### src/rtl/i2s_rx_slave.sv
// I2S receiver slave: oversamples BCLK/WS/SD in the clk_ref domain and presents
// L/R frames on a valid/ready port. Define I2S_RX_OVERFLOW_CNT_EN for the dropped-frame counter.
module i2s_rx_slave #(
    parameter int SLOT_BITS    = 24,
    parameter int SAMPLE_WIDTH = 24
) (
    input  logic                    clk_ref,
    input  logic                    reset_n,
    input  logic                    i2s_bclk,
    input  logic                    i2s_ws,
    input  logic                    i2s_sd,
    output logic [SAMPLE_WIDTH-1:0] out_left,
    output logic [SAMPLE_WIDTH-1:0] out_right,
    output logic                    out_valid,
    input  logic                    out_ready,
    output logic                    overflow,
    output logic [15:0]             overflow_count
);

    localparam int CNT_W = $clog2(SLOT_BITS + 1);

    typedef enum logic [1:0] {HUNT, LEFT, RIGHT} state_t;

    logic [2:0]              raw_in;
    logic [2:0]              meta_reg;
    logic [2:0]              sync_reg;
    logic                    bclk_dly_reg;
    logic                    ws_prev_reg;
    logic [CNT_W-1:0]        bit_cnt_reg;
    logic [SAMPLE_WIDTH-1:0] word_reg;
    logic [SAMPLE_WIDTH-1:0] cur_word;
    logic [SAMPLE_WIDTH-1:0] left_stage_reg;
    logic [SAMPLE_WIDTH-1:0] out_left_reg;
    logic [SAMPLE_WIDTH-1:0] out_right_reg;
    logic                    out_valid_reg;
    logic                    overflow_reg;
    state_t                  state_reg;
    state_t                  state_next;
    logic                    rise_stb;
    logic                    ws_now;
    logic                    sd_now;
    logic                    word_edge;
    logic                    left_done;
    logic                    frame_done;

    assign raw_in = {i2s_sd, i2s_ws, i2s_bclk};

    generate
        for (genvar gi = 0; gi < 3; gi++) begin : g_sync
            always_ff @(posedge clk_ref) begin
                if (!reset_n) begin
                    meta_reg[gi] <= 1'b0;
                    sync_reg[gi] <= 1'b0;
                end else begin
                    meta_reg[gi] <= raw_in[gi];
                    sync_reg[gi] <= meta_reg[gi];
                end
            end
        end
    endgenerate

    assign rise_stb  = sync_reg[0] & ~bclk_dly_reg;
    assign ws_now    = sync_reg[1];
    assign sd_now    = sync_reg[2];
    assign word_edge = rise_stb && (ws_now != ws_prev_reg);

    // Bits land directly at their MSB-first position, so a short word is
    // already left-justified over zeros and bits past SAMPLE_WIDTH never match.
    generate
        for (genvar gi = 0; gi < SAMPLE_WIDTH; gi++) begin : g_place
            localparam logic [CNT_W-1:0] POS = CNT_W'(SAMPLE_WIDTH - 1 - gi);
            assign cur_word[gi] = (bit_cnt_reg == POS) ? sd_now : word_reg[gi];
        end
    endgenerate

    // Channels alternate strictly, so one accumulator serves both words.
    always_ff @(posedge clk_ref) begin
        if (!reset_n) begin
            bclk_dly_reg   <= 1'b0;
            ws_prev_reg    <= 1'b0;
            bit_cnt_reg    <= '0;
            word_reg       <= '0;
            left_stage_reg <= '0;
        end else begin
            bclk_dly_reg <= sync_reg[0];
            if (rise_stb) begin
                ws_prev_reg <= ws_now;
                if (word_edge) begin
                    word_reg    <= '0;
                    bit_cnt_reg <= '0;
                end else begin
                    word_reg <= cur_word;
                    if (bit_cnt_reg != CNT_W'(SLOT_BITS)) begin
                        bit_cnt_reg <= bit_cnt_reg + 1'b1;
                    end
                end
            end
            if (left_done) begin
                left_stage_reg <= cur_word;
            end
        end
    end

    always_ff @(posedge clk_ref) begin
        if (!reset_n) begin
            state_reg <= HUNT;
        end else begin
            state_reg <= state_next;
        end
    end

    always_comb begin
        state_next = state_reg;
        if (word_edge) begin
            unique case (state_reg)
                HUNT:    state_next = ws_prev_reg ? LEFT : HUNT;
                LEFT:    state_next = ws_prev_reg ? HUNT : RIGHT;
                RIGHT:   state_next = ws_prev_reg ? LEFT : HUNT;
                default: state_next = HUNT;
            endcase
        end
    end

    always_comb begin
        left_done  = 1'b0;
        frame_done = 1'b0;
        if (word_edge) begin
            left_done  = (state_reg == LEFT)  && !ws_prev_reg;
            frame_done = (state_reg == RIGHT) &&  ws_prev_reg;
        end
    end

    always_ff @(posedge clk_ref) begin
        if (!reset_n) begin
            out_left_reg  <= '0;
            out_right_reg <= '0;
            out_valid_reg <= 1'b0;
            overflow_reg  <= 1'b0;
        end else begin
            overflow_reg <= 1'b0;
            if (frame_done) begin
                if (out_valid_reg && !out_ready) begin
                    overflow_reg <= 1'b1;
                end else begin
                    out_left_reg  <= left_stage_reg;
                    out_right_reg <= cur_word;
                    out_valid_reg <= 1'b1;
                end
            end else if (out_valid_reg && out_ready) begin
                out_valid_reg <= 1'b0;
            end
        end
    end

    assign out_left  = out_left_reg;
    assign out_right = out_right_reg;
    assign out_valid = out_valid_reg;
    assign overflow  = overflow_reg;

`ifdef I2S_RX_OVERFLOW_CNT_EN
    logic [15:0] ovf_cnt_reg;

    always_ff @(posedge clk_ref) begin
        if (!reset_n) begin
            ovf_cnt_reg <= '0;
        end else if (overflow_reg && (ovf_cnt_reg != 16'hFFFF)) begin
            ovf_cnt_reg <= ovf_cnt_reg + 16'd1;
        end
    end

    assign overflow_count = ovf_cnt_reg;
`else
    assign overflow_count = 16'h0000;
`endif

endmodule
### config.mk
export PLATFORM = sky130hd
export DESIGN_NAME = i2s_rx_slave
export DESIGN_NICKNAME = d
export VERILOG_FILES = /design/src/rtl/i2s_rx_slave.sv
export SDC_FILE = /design/constraint.sdc
export NUM_CORES = 1
export LEC_CHECK = 0
export BUFFER_PORTS_ARGS = -buffer_cell sky130_fd_sc_hd__buf_2
export CAP_MARGIN = 20
export CORE_ASPECT_RATIO = 2
export CORE_MARGIN = 5
export CORE_UTILIZATION = 35
export CTS_BUF_LIST = sky130_fd_sc_hd__clkbuf_2
export DETAILED_ROUTE_END_ITERATION = 7
export MAX_ROUTING_LAYER = met4
export PLACE_DENSITY = 0.61
export SYNTH_ARGS = -nofsm -noshare
export SYNTH_HDL_FRONTEND = slang
export SYNTH_SLANG_ARGS = --single-unit
### constraint.sdc
create_clock -name clk_ref -period 2.4 [get_ports clk_ref]
set_input_delay 0.12 -clock clk_ref [delete_from_list [all_inputs] [get_ports clk_ref]]
set_output_delay 0.12 -clock clk_ref [all_outputs]
set_load 0.03 [all_outputs]
---- Yosys cells after proc, flatten, opt, wreduce, memory -nomap -nowiden ----
Index checks and enable logic that the tools add are counted.
storage, ports and cells
  memories ................................ 0
  bits in writable memories ............... 0
  latch bits .............................. 0
  output and inout bits ................... 66
  register bits after elaboration ......... 113
  logic and storage cells ................. 100
  memory bits (read-only) ................. 0
operators by class
  multiplexer cells ....................... 36
  shifts and indexed selects .............. 0
  $lt $le $gt $ge ......................... 0
  bitwise logic cells ..................... 3
  reductions and logical operators ........ 16
  $mul .................................... 0
  div/mod/pow operators ................... 0
  add/sub/neg operators ................... 1
  equal/unequal tests ..................... 28
operators with widths
  operator             count
  $eq 5x4->1 const B   8
  $eq 5x5->1 const B   8
  $mux 1               31
  $mux 24              1
  $eq 5x3->1 const B   4
  $eq 5x2->1 const B   2
  $mux 5               2
  $reduce_and 2->1     4
  $add 5x1->5 const B  1
  $eq 5x1->1 const B   1
  $logic_and 1x1->1    5
  $logic_not 5->1      1
  $ne 5x5->1 const B   1
  $pmux 2 s2           1
  $reduce_bool 2->1    2
  $eq 2x1->1 const B   1
  $eq 2x2->1 const B   1
  $logic_not 1->1      2
  $logic_not 2->1      1
  $mux 2               1
  $ne 2x2->1 const B   1
  $not 1->1            2
  $reduce_or 2->1      1
  $and 1x1->1          1
  $ne 1x1->1           1

---- Longest topological paths before layout ----
Gate-level depths: netlist of run 1.
  word-level depth ........................ 6
  mapped depth ............................ 7

---- Least setup slack after synthesis of run 1 ----
No wires, ideal clock.
  kind .................................... register to register
  start point ............................. register bit_cnt_reg[2]
  end point ............................... register out_right_reg[8] (netlist: out_right[8])
  stages on the path, launching flop included .. 8
  path buffers ............................ 2
  setup time .............................. 0.131 ns
  slack ................................... 0.572 ns
  data required time ...................... 2.269 ns
  period minus slack after synthesis ...... 1.828 ns
  arrival ................................. 1.696 ns
  path through ............................ dfxtp_1 -> clkbuf_1 -> clkbuf_1 -> and3_1 -> ha_1 -> mux2_2 -> nor4_1 -> nor3_1
on the way
  longest elaborated chain between the ends .. 2
RTL lines
  item                    line  text
  start, declared         29    logic [CNT_W-1:0] bit_cnt_reg;
  start signal, assigned  94    bit_cnt_reg <= bit_cnt_reg + 1'b1;
  $eq 5x4->1              72    assign cur_word[gi] = (bit_cnt_reg == POS) ? sd_now : word_reg[gi];
  $mux 1                  72
  end signal, assigned    146   out_right_reg <= cur_word;
  end, declared           34    logic [SAMPLE_WIDTH-1:0] out_right_reg;
No other way between the ends.
A chain may end at the register's enable or synchronous reset.

---- Worst setup path in the final report of run 1 ----
Same ends and word-level chain as after synthesis.

==> summary.txt, run 1 <==
most frequent cells in the layout: dfxtp_1 (113), a21oi_1 (55), buf_2 (55), a211oi_1 (46), a31oi_1 (25)
post-cts resize count: 0
PwrDens: 625 nW/um2
largest area contributor in the netlist: dfxtp_1
CP Class: flip-flop to flip-flop
Via density: 5.74
global-route wire length before repair: 20400 um
hold slack: 359 ps
largest cells by area after synthesis: dfxtp_1 (47%), a211oi_1 (7.1%), a21oi_1 (5.7%)
# clock sinks: 113
Netlist cell types: 42
Inst Count DP: 665
Mean Syn Cell Area: 9.81 um2
peak supply drop: 0.000389 V
clk_lat worst skew: 660 ps
DRC viols: 0
Finish-stage setup viols: 0
share of post-route cells with drive strength above 1: 21.0%
Root Driver: clkbuf_2
Largest stage delay, worst path: 900 ps
CP max FO: 29
wirelength, routed: 12700 um
crit start category: flip-flop
Final Non-Filler Cells: 705
First-pass DRT Iterations: 5
CTS Buf Count: 17
setup TNS: 0 ps
# IOs: 72
slew at the pin closest to its max-slew limit: 837 ps
global route overflow: 0
Final #Nets: 546
pre-CTS setup slack: 357 ps
HPWL Detailed: 8250 um
All-Layer GR Usage: 16.2%
sequential-to-total area share from yosys stat: 46.7%
crit-path cells: and3_1 > ha_1 > mux2_2 > nor4_1 > nor3_1
drt initial violations: 157
most common cell after layout, fill and taps aside: dfxtp_1
post-synthesis instance total: 494
Worst Skew: 22.3 ps
Critical Path End Type: flip-flop
Final Cycle Share: 86.5%
#FFs+latches synth: 113
total leakage power: 1.93 nW
chip width: 93.2 um
row count: 61
Top delay family on crit path: flip-flops
antenna violations before repair: 0
asr flop ratio synth: 0%
top-area cell type share of the netlist area: 46.7%
H-Tree Depth: 4
vias in the first global route: 3846
post-route ant nets: 0
post-CTS setup buffers: 0
Port Buffers: 55
Fmax: 481 MHz
post-synthesis cell area: 4850 um2
P&R area growth vs syn: 14.0%
count of pins over their slew limit: 0
Max-Cap Viols: 0
initial core utilization: 35.3%
core area: 13700 um2
crit path DAT: 2600 ps
routability cong.: 0.747
setup ws final: 323 ps
# diodes: 0
clock-pin slew on the worst setup and hold paths: 170 ps
Design Power: 3.45 mW
ys flop type: dfxtp_1
EDFF count, synth: 0
Max Root-Sink Buffers: 2
Via Count: 4048
drt wl/cell: 18.0 um
status: completed
CP max-delay cell: dfxtp_1
Final Critical Period: 2080 ps
TritonCTS clock tree: built
die height: 176 um
Worst Path Required: 2930 ps
die area: 16400 um2
yosys warns: 0
worst min-delay path class: primary input to flip-flop
Final Hold Fails: 0
Critical path buffers and inverters: 0
Slew HR: 44.1%
RSZ-0062 raised after global routing: no
largest net degree at the start of global routing: 54
-- worst reg2reg max path: stages, from the launching register on --
cell	delay, ps
dfxtp_1	900
and3_1	280
ha_1	160
mux2_2	360
nor4_1	180
nor3_1	70
-- through the flow --
step | util, % | cell area [um2]
after floorplan | - | 4900
after global placement | 37.7 | 5180
after detailed placement | 37.7 | 5180
after CTS | 40.2 | 5520
after global routing | 40.2 | 5520
final | 40.2 | 5520
-- timing repair --
item                       4_1_cts  5_1_grt
hold buffers                     8        0
hold endpoints to repair        16        0
setup endpoints to repair        0        0
-- layer usage --
metal | vias up | wire (um) | global-route usage [%]
met3 | 19 | 607 | 4.35
met4 | 0 | 209 | 5.50
met5 | - | 0 | -
met1 | 1939 | 5320 | 18.8
met2 | 132 | 6530 | 26.7
li1 | 1958 | - | -
-- area by class of cell --
type                            count  area (um2)
Clock buffer                       19        95.1
Clock inverter                     13         168
Fill cell                        1398        8220
Inverter                            5        18.8
Multi-Input combinational cell    316        2260
Sequential cell                   113        2260
Tap cell                          157         196
Timing Repair Buffer               82         523
-- logic make-up after synthesis --
| family | synth area share (%) |
|---|---|
| compound gates | 25.1 |
| xor+xnor | 0.181 |
| fa+ha+maj | 1.29 |
| buf+inv | 8.44 |
| flops | 46.7 |
| mux | 4.98 |
| other cells | 0.0774 |
| simple gates | 13.2 |
-- synth_stat cells, types with 2 or more instances --
cell type,instances
a211oi_1,46
nor4b_1,4
and3_1,2
nor3_1,3
a21oi_1,55
clkbuf_1,46
ha_1,5
nor2b_1,2
o31ai_1,24
nand2_1,4
buf_6,5
nand3_1,5
mux2i_1,23
nor4_1,2
and4bb_2,2
buf_2,6
nand4_1,24
nor4bb_1,11
o21ai_0,6
nor2_1,4
o2bb2ai_1,23
a31oi_1,25
inv_1,4
nand4b_1,8
buf_4,17
and2_1,9
dfxtp_1,113
nand2b_1,2
-- worst paths after layout --
path | startpoint | end | cells after the start | slack, ps
setup / recovery | bit_cnt_reg[2]$_SDFFE_PN0P_ | out_right[8]$_SDFFE_PN0P_ | 5 | 320
hold / removal | reset_n | sd_now$_SDFF_PN0_ | 3 | 360
setup reg to reg | bit_cnt_reg[2]$_SDFFE_PN0P_ | out_right[8]$_SDFFE_PN0P_ | 5 | 320
hold reg to reg | meta_reg[2]$_SDFF_PN0_ | sd_now$_SDFF_PN0_ | 1 | 450
-- where the power goes --
group,internal [mW],leakage (nW),switching [mW]
combinational,0.0449,0.859,0.115
clock,0.677,0.158,0.716
sequential,1.88,0.911,0.0128
total,2.61,1.93,0.844
Note: power is estimated with default switching activity, not from simulation.
==> inputs of run 2 (changes only) <==
PLACE_DENSITY = 0.52   (was 0.61)
==> summary.txt, run 2 (synthesized netlist as in run 1, its figures left out) <==
clk_lat worst skew: 630 ps
DRC viols: 0
post-route ant nets: 0
TritonCTS clock tree: built
routability cong.: 0.790
crit start category: flip-flop
drt wl/cell: 18.8 um
# clock sinks: 113
Final Hold Fails: 0
CP Class: flip-flop to flip-flop
Root Driver: clkbuf_2
row count: 61
antenna violations before repair: 0
Worst Skew: 27.8 ps
Max-Cap Viols: 0
PwrDens: 584 nW/um2
Critical Path End Type: flip-flop
vias in the first global route: 3922
wirelength, routed: 13300 um
# IOs: 72
Final Critical Period: 1990 ps
pre-CTS setup slack: 451 ps
HPWL Detailed: 8790 um
setup TNS: 0 ps
CTS Buf Count: 17
Design Power: 3.19 mW
RSZ-0062 raised after global routing: no
most frequent cells in the layout: dfxtp_1 (113), a21oi_1 (55), buf_2 (55), a211oi_1 (46), a31oi_1 (25)
multi-input logic area: 2260 um2
die height: 176 um
H-Tree Depth: 4
drt initial violations: 227
slew at the pin closest to its max-slew limit: 691 ps
P&R area growth vs syn: 12.9%
fill count: 1422
Final #Nets: 550
status: completed
most common cell after layout, fill and taps aside: dfxtp_1
Worst Path Required: 2890 ps
Port Buffers: 55
Inst Count DP: 669
worst min-delay path class: primary input to flip-flop
# diodes: 0
post-CTS setup buffers: 0
Final Non-Filler Cells: 707
chip width: 93.2 um
Finish-stage setup viols: 0
Via density: 5.57
largest net degree at the start of global routing: 57
Storage cell area: 2260 um2
count of pins over their slew limit: 0
Fmax: 503 MHz
die area: 16400 um2
Max Root-Sink Buffers: 2
global-route wire length before repair: 21300 um
Final Cycle Share: 82.8%
core area: 13700 um2
clock-pin slew on the worst setup and hold paths: 170 ps
Via Count: 3940
peak supply drop: 0.000384 V
CP max FO: 27
setup ws final: 414 ps
global route overflow: 0
All-Layer GR Usage: 16.9%
total leakage power: 1.92 nW
Slew HR: 53.9%
First-pass DRT Iterations: 5
share of post-route cells with drive strength above 1: 20.9%
crit path DAT: 2480 ps
final instance area: 5470 um2
initial core utilization: 35.3%
Cell Area, Placed: 5200 um2
[run 2: cell types whose count changed in the layout (fill, tap and decap cells not counted), sizes merged]
cell / change
buf: +4
clkinv: +1
bufinv: -2
clkbuf: +1
clkinvlp: -2
[run 2: stage by stage]
step	util, %	hold slack, ps
floorplan	-	242
global placement	37.8	329
detailed placement	37.8	333
CTS	39.8	307
global route	39.8	345
finish	39.8	370
[run 2: report_power, final]
group / switching, mW / total, mW / internal [mW]
Combinational: 0.119 / 0.164 / 0.0456
Sequential: 0.0104 / 1.89 / 1.88
Clock: 0.677 / 1.13 / 0.458
Total: 0.806 / 3.19 / 2.39
[run 2: layer usage]
metal  track usage [%]  vias to the layer above  wire [um]
met3              3.67                       17        475
met2              28.2                       87       6680
met5                 -                        -          0
met1              20.1                     1879       5830
met4              5.69                        0        279
li1                  -                     1957          -
[run 2: worst max-delay path, cell delays in order (launching register included)]
cell      delay [ps]
dfxtp_1          430
or4b_4           760
nor3_4           220
buf_4            310
a211oi_1         120
[run 2: repair_timing]
action	in CTS	in global routing
setup endpoints to repair	0	0
gates resized for setup	0	0
endpoints found under the hold margin	14	0
hold buffers	8	0
[run 2: path summary, 6_finish.rpt]
kind / from / slack [ps] / to / cells after the start
worst max-delay path: ws_now$_SDFF_PN0_ / 410 / out_right[12]$_SDFFE_PN0P_ / 4
worst min-delay path: reset_n / 370 / sd_now$_SDFF_PN0_ / 3
worst max register to register: ws_now$_SDFF_PN0_ / 410 / out_right[12]$_SDFFE_PN0P_ / 4
worst min register to register: meta_reg[1]$_SDFF_PN0_ / 460 / ws_now$_SDFF_PN0_ / 1
[run 2: area by class of cell]
type                    instances  area share, %
multi-input cells             316           41.3
flip-flops and latches        113           41.3
clock inverters                10           1.74
well taps                     157           3.59
inverters                       5          0.343
clock buffers                  20           1.83
repair buffers                 86           9.88
